[config.mk]
export PLATFORM = sky130hd
export DESIGN_NAME = twiddle_mult
export DESIGN_NICKNAME = d
export VERILOG_FILES = /design/src/rtl/r22sdf_pkg.sv /design/src/rtl/twiddle_mult_cmult.sv /design/src/rtl/twiddle_mult.sv
export SDC_FILE = /design/constraint.sdc
export NUM_CORES = 2
export LEC_CHECK = 0
export CAP_MARGIN = 10
export CORE_ASPECT_RATIO = 1.75
export CORE_MARGIN = 5
export CORE_UTILIZATION = 65
export CTS_CLUSTER_DIAMETER = 50
export DETAILED_ROUTE_END_ITERATION = 6
export PLACE_DENSITY = 0.79
export SYNTH_ARGS = -nofsm -noshare
export SYNTH_HDL_FRONTEND = slang
export SYNTH_HIERARCHICAL = 1
export SYNTH_SLANG_ARGS = --single-unit
[constraint.sdc]
create_clock -name clock -period 7.8 [get_ports clock]
set_input_delay 1.17 -clock clock [delete_from_list [all_inputs] [get_ports clock]]
set_output_delay 1.17 -clock clock [all_outputs]
set_load 0.01 [all_outputs]
[src/rtl/r22sdf_pkg.sv]
// Shared constants and the Q1.15 round/saturate helper for the radix-2^2 SDF datapath.
// The twiddle multiplier and the butterflies both use round_sat.
package r22sdf_pkg;

  localparam int WIDTH = 16;
  localparam int LOG_N = 6;
  localparam int LOG_M = 6;

  // Round half-up at bit WIDTH-1, then clamp anything outside the Q1.15 range.
  function automatic logic [WIDTH-1:0] round_sat(input logic signed [2*WIDTH:0] sum);
    logic signed [2*WIDTH:0] t;
    logic [WIDTH-1:0]        r;
    t = sum + $signed({{(WIDTH+2){1'b0}}, 1'b1, {(WIDTH-2){1'b0}}});
    if (!t[2*WIDTH] && (t[2*WIDTH-1:2*WIDTH-2] != 2'b00)) begin
      r = {1'b0, {(WIDTH-1){1'b1}}};
    end else if (t[2*WIDTH] && (t[2*WIDTH-1:2*WIDTH-2] != 2'b11)) begin
      r = {1'b1, {(WIDTH-1){1'b0}}};
    end else begin
      r = t[2*WIDTH-2:WIDTH-1];
    end
    return r;
  endfunction

endpackage

[src/rtl/twiddle_mult_cmult.sv]
// Two-stage registered complex multiplier: partial products, then sum/round/saturate.
// A bypass flag routes the raw input to the output for the trivial twiddle.
module cmult #(
  parameter int WIDTH = r22sdf_pkg::WIDTH
) (
  input  logic                    clock,
  input  logic                    reset,
  input  logic                    in_en,
  input  logic                    in_byp,
  input  logic signed [WIDTH-1:0] a_re,
  input  logic signed [WIDTH-1:0] a_im,
  input  logic signed [WIDTH-1:0] b_re,
  input  logic signed [WIDTH-1:0] b_im,
  output logic                    out_en,
  output logic        [WIDTH-1:0] out_re,
  output logic        [WIDTH-1:0] out_im
);
  import r22sdf_pkg::*;

  logic signed [2*WIDTH-1:0] rr_d, rr_q, ii_d, ii_q, ri_d, ri_q, ir_d, ir_q;
  logic                      en2_d, en2_q, byp2_d, byp2_q;
  logic        [WIDTH-1:0]   bre_d, bre_q, bim_d, bim_q;
  logic signed [2*WIDTH:0]   sum_re_s, sum_im_s;
  logic                      en3_d, en3_q;
  logic        [WIDTH-1:0]   re3_d, re3_q, im3_d, im3_q;

  // S2 next state: four partial products plus the bypass copy of the sample
  always_comb begin
    rr_d   = (2*WIDTH)'(a_re) * (2*WIDTH)'(b_re);
    ii_d   = (2*WIDTH)'(a_im) * (2*WIDTH)'(b_im);
    ri_d   = (2*WIDTH)'(a_re) * (2*WIDTH)'(b_im);
    ir_d   = (2*WIDTH)'(a_im) * (2*WIDTH)'(b_re);
    en2_d  = in_en;
    byp2_d = in_byp;
    bre_d  = a_re;
    bim_d  = a_im;
  end

  // S3 next state: outputs only change on a valid sample, otherwise they hold
  always_comb begin
    sum_re_s = (2*WIDTH+1)'(rr_q) - (2*WIDTH+1)'(ii_q);
    sum_im_s = (2*WIDTH+1)'(ri_q) + (2*WIDTH+1)'(ir_q);
    en3_d    = en2_q;
    re3_d    = re3_q;
    im3_d    = im3_q;
    if (en2_q) begin
      if (byp2_q) begin
        re3_d = bre_q;
        im3_d = bim_q;
      end else begin
        re3_d = round_sat(sum_re_s);
        im3_d = round_sat(sum_im_s);
      end
    end else begin
      re3_d = re3_q;
      im3_d = im3_q;
    end
  end

  // S2/S3 pipeline registers
  always_ff @(posedge clock) begin
    if (reset) begin
      rr_q <= '0; ii_q <= '0; ri_q <= '0; ir_q <= '0;
      en2_q <= 1'b0; byp2_q <= 1'b0; bre_q <= '0; bim_q <= '0;
      en3_q <= 1'b0; re3_q <= '0; im3_q <= '0;
    end else begin
      rr_q <= rr_d; ii_q <= ii_d; ri_q <= ri_d; ir_q <= ir_d;
      en2_q <= en2_d; byp2_q <= byp2_d; bre_q <= bre_d; bim_q <= bim_d;
      en3_q <= en3_d; re3_q <= re3_d; im3_q <= im3_d;
    end
  end

  assign out_en = en3_q;
  assign out_re = re3_q;
  assign out_im = im3_q;

endmodule

[src/rtl/twiddle_mult.sv]
// Twiddle consumer for one radix-2^2 SDF stage pair: frame counter, twiddle address,
// alignment with the external table, and a 3-cycle complex multiply with bypass.
module twiddle_mult #(
  parameter int N     = 2**r22sdf_pkg::LOG_N,
  parameter int M     = 2**r22sdf_pkg::LOG_M,
  parameter int WIDTH = r22sdf_pkg::WIDTH,
  parameter int TW_FF = 1
) (
  input  logic                  clock,
  input  logic                  reset,
  input  logic                  di_en,
  input  logic [WIDTH-1:0]      di_re,
  input  logic [WIDTH-1:0]      di_im,
  output logic [$clog2(N)-1:0]  tw_addr,
  input  logic [WIDTH-1:0]      tw_re,
  input  logic [WIDTH-1:0]      tw_im,
  output logic                  do_en,
  output logic [WIDTH-1:0]      do_re,
  output logic [WIDTH-1:0]      do_im
);
  import r22sdf_pkg::*;

  localparam int ADDR_W = $clog2(N);
  localparam int CNT_W  = $clog2(M);

  logic [CNT_W-1:0]  cnt_d, cnt_q;
  logic [1:0]        sel_s;
  logic [ADDR_W-1:0] num_s, prod_s, addr_s;
  logic              s1_en_d, s1_en_q, s1_byp_d, s1_byp_q;
  logic [WIDTH-1:0]  s1_re_d, s1_re_q, s1_im_d, s1_im_q;
  logic [WIDTH-1:0]  tw_re_s, tw_im_s;

  // Quarter-frame order 0,2,1,3 comes from swapping the two counter MSBs
  assign sel_s = {cnt_q[CNT_W-2], cnt_q[CNT_W-1]};

  if (CNT_W > 2) begin : g_num
    assign num_s = ADDR_W'(cnt_q[CNT_W-3:0]) << (ADDR_W - CNT_W);
  end else begin : g_num_zero
    assign num_s = '0;
  end

  // Counter advance, twiddle address and S1 next state
  always_comb begin
    prod_s = num_s * ADDR_W'(sel_s);
    if (di_en) begin
      cnt_d  = cnt_q + CNT_W'(1);
      addr_s = prod_s;
    end else begin
      cnt_d  = cnt_q;
      addr_s = '0;
    end
    s1_en_d  = di_en;
    s1_byp_d = (addr_s == '0);
    s1_re_d  = di_re;
    s1_im_d  = di_im;
  end

  // Frame counter and S1 data/flag registers
  always_ff @(posedge clock) begin
    if (reset) begin
      cnt_q    <= '0;
      s1_en_q  <= 1'b0;
      s1_byp_q <= 1'b0;
      s1_re_q  <= '0;
      s1_im_q  <= '0;
    end else begin
      cnt_q    <= cnt_d;
      s1_en_q  <= s1_en_d;
      s1_byp_q <= s1_byp_d;
      s1_re_q  <= s1_re_d;
      s1_im_q  <= s1_im_d;
    end
  end

  assign tw_addr = addr_s;

  // A registered table already lines up with S1; a combinational one is captured here
  if (TW_FF == 0) begin : g_tw_cap
    logic [WIDTH-1:0] tw_re_d, tw_re_q, tw_im_d, tw_im_q;

    // Next-state copy of the combinational table output
    always_comb begin
      tw_re_d = tw_re;
      tw_im_d = tw_im;
    end

    // Twiddle capture alongside the S1 sample
    always_ff @(posedge clock) begin
      if (reset) begin
        tw_re_q <= '0;
        tw_im_q <= '0;
      end else begin
        tw_re_q <= tw_re_d;
        tw_im_q <= tw_im_d;
      end
    end

    assign tw_re_s = tw_re_q;
    assign tw_im_s = tw_im_q;
  end else begin : g_tw_pass
    assign tw_re_s = tw_re;
    assign tw_im_s = tw_im;
  end

  cmult #(.WIDTH(WIDTH)) u_cmult (
    .clock  (clock),
    .reset  (reset),
    .in_en  (s1_en_q),
    .in_byp (s1_byp_q),
    .a_re   (s1_re_q),
    .a_im   (s1_im_q),
    .b_re   (tw_re_s),
    .b_im   (tw_im_s),
    .out_en (do_en),
    .out_re (do_re),
    .out_im (do_im)
  );

endmodule

==> flow_metrics.tcl <==
set metrics [dict create \
    period_share 0.9564 \
    cts_buffers 31 \
    path_clk_slew_ps 60 \
    cts_tree "yes" \
    dpl_cell_area_sq_um 52600 \
    fin_util 0.7145 \
    dp.cells 6474 \
    rsz0062_at_grt "no" \
    async_reset_ff_frac 0 \
    max-slew-margin-rel 0.2389 \
    drv_slew 0 \
    antenna_found_initial 8 \
    drive_gt1_frac 0.05850 \
    grt_max_degree 73 \
    grt_usage 0.3250 \
    die_h_microns 374.2 \
    overflow 0 \
    final_area_sq_um 53740 \
    yosys.area.top_type "fa_1" \
    yosysMostFrequentCell "inv_1" \
    end_kind "flop" \
    startpoint_type "primary input" \
    ios 106 \
    intPower_mw 10.26 \
    crit_type "in2reg" \
    yosysTopAreaCellShare 0.4262 \
    cts.sinks 235 \
    period_needed_ps 7460 \
    nets 7066 \
    netlist_instances 5368 \
    fin_ws_ps 340.4 \
    wl_per_cell_microns 19.70 \
    peakVddDrop_mv 0.6029 \
    via_count 37242 \
    syn_area_per_cell_sq_um 9.180 \
    clk_latency_ps 620 \
    ant_nets 0 \
    rows 133 \
    ys_seq_area_frac 0.09547 \
    pre_cts_ws_ps -257.2 \
    syn_area_sq_um 49280 \
    die_w_microns 218.1 \
    fin_skew_ps 24.19 \
    critPathRequiredTime_ps 8280 \
    synth_edf_count 0 \
    firstDrtPassIters 7 \
    via_per_inst 5.694 \
    syn2layout_area_growth_pct 9.059 \
    switching_share 0.5112 \
    fmax_mhz 134.1 \
    synth_cell_types 77 \
    drt_iter0_drc 2362 \
    post_cts_resized 0 \
    power_mw 20.99 \
    tightest_slew_ps 1140 \
    yosys_warnings 6 \
    cts.htree.levels 1 \
    power_leakage_nw 27.65 \
    hold_viol 0 \
    seq_power_share 0.083 \
    synth_commonest_cells "inv_1 (1180), fa_1 (1049), nand2_1 (558)" \
    grt_pass1_vias 41339 \
    cts_buffer_depth 3 \
    place.gp.congestion 0.9403 \
    fin_cells 6541 \
    synth.area.top_cells "fa_1 (43%), ha_1 (12%), dfxtp_1 (9.5%)" \
    comb_power_share 0.843 \
    post_cts_buffers 0 \
    synth_seq_cells 235 \
    wl_microns 128800 \
    violations "DRC" \
    start_util 0.6552 \
    hpwlAfterDp_microns 105500 \
    clockPowerShare 0.074 \
    p_per_area_nw_per_um2 390.6 \
    synthFlopType "dfxtp_1" \
    grt_pass1_wl_microns 209700 \
    syn-num-nets 6938 \
    critPathArrivalTime_ps 7940 \
    setup_viol 0 \
    drc_errors 5 \
    p_sw_mw 10.73 \
    cts-root-buf "clkbuf_16" \
    path_max_fanout 15 \
    hp-class "reg2reg" \
    core-area_sq_um 75220 \
    portBuffers 105 \
    maxCapViolCount 0 \
    outcome "complete, but fails checks" \
    dieArea_sq_um 81640 \
    ctsHoldBuffers 0 \
]
[metrics by stage]
step | setup TNS, ps | hold WS [ps]
2_1_floorplan | 0 | 413.8
3_3_place_gp | -281.0 | 416.7
3_5_place_dp | -512.2 | 432.8
4_1_cts | 0 | 447.0
5_1_grt | 0 | 466.1
6_report | 0 | 441.0
[worst max-delay path, stage by stage]
cell,delay [ps]
clkdlybuf4s50_1,670
buf_4,320
nand2_1,100
fa_1,490
inv_1,50
fa_1,520
fa_1,570
fa_1,420
fa_1,490
inv_1,50
fa_1,470
inv_1,40
ha_1,330
and3_1,260
nor2b_1,150
nand3_1,130
nor3_1,390
a211oi_1,110
buf_4,190
o211a_1,230
nor3_1,350
a31oi_1,160
xnor2_1,190
nor2_1,60
[cells in the final DEF (no fill, tap or decap), types with 31 or more instances in the layout]
master	count
a21o_1	75
a21oi_1	135
and2_1	507
buf_4	206
clkbuf_16	31
clkdlybuf4s50_1	104
dfxtp_1	235
fa_1	1049
ha_1	454
inv_1	1180
nand2_1	558
nor2_1	192
nor2b_1	104
nor3_1	31
o21ai_0	91
xnor2_1	109
xor2_1	50
[area by class of cell]
| class | instances | area, sq um |
|---|---|---|
| well taps | 1012 | 1266 |
| inverters | 1180 | 4429 |
| flip-flops and latches | 235 | 4705 |
| clock buffers | 38 | 832.0 |
| multi-input cells | 3718 | 39230 |
| diodes | 8 | 20.02 |
| fillers | 5698 | 21470 |
| clock inverters | 20 | 280.3 |
| repair buffers | 330 | 2982 |
[flip-flops by register name, indices dropped and copies added (netlist names), 6 cells and up]
signal / cells
u_cmult/out_re: 16
u_cmult/ir_q: 32
u_cmult/out_im: 16
s1_re_q: 16
u_cmult/ii_q: 32
s1_im_q: 16
u_cmult/bre_q: 16
u_cmult/ri_q: 32
u_cmult/rr_q: 32
cnt_q: 6
u_cmult/bim_q: 16
[cells by family (layout without fill, tap and decap cells)]
kind of cell,Yosys count,count (layout),share of synthesized area
compound gates,498,498,0.06624
xor+xnor,159,159,0.02826
fa+ha+maj,1503,1503,0.5414
buf+inv,1415,1568,0.1086
flops,235,235,0.09547
mux,2,2,0.0004063
other cells,0,8,0
simple gates,1556,1556,0.1596
[metal layers]
layer  vias up  wire [microns]  global-route usage
met1     18764           43770              0.3642
met3       546            8361             0.04798
li1      16400               -                   -
met2      1530           64760              0.5580
met4         2           11930              0.2401
met5         -              20                   0
[final timing paths]
| check | from | endpoint | slack [ps] | cells past startpoint |
|---|---|---|---|---|
| max | tw_im[9] | u_cmult/ri_q[31]$_SDFF_PP0_ | 340 | 24 |
| min | s1_byp_q$_SDFF_PP0_ | u_cmult/byp2_q$_SDFF_PP0_ | 440 | 1 |
| max reg2reg | s1_im_q[5]$_SDFF_PP0_ | u_cmult/ii_q[31]$_SDFF_PP0_ | 640 | 25 |
| min reg2reg | s1_byp_q$_SDFF_PP0_ | u_cmult/byp2_q$_SDFF_PP0_ | 440 | 1 |
[power by group through the flow]
stage | clock, mW | sequential (mW) | combinational [mW]
2_1_floorplan | 0 | 1.68 | 13.0
3_3_place_gp | 0 | 1.76 | 16.9
3_5_place_dp | 0 | 1.77 | 17.4
4_1_cts | 1.59 | 1.74 | 17.6
5_1_grt | 1.64 | 1.76 | 19.9
6_report | 1.56 | 1.75 | 17.7
Note: power is estimated with default switching activity, not from simulation.
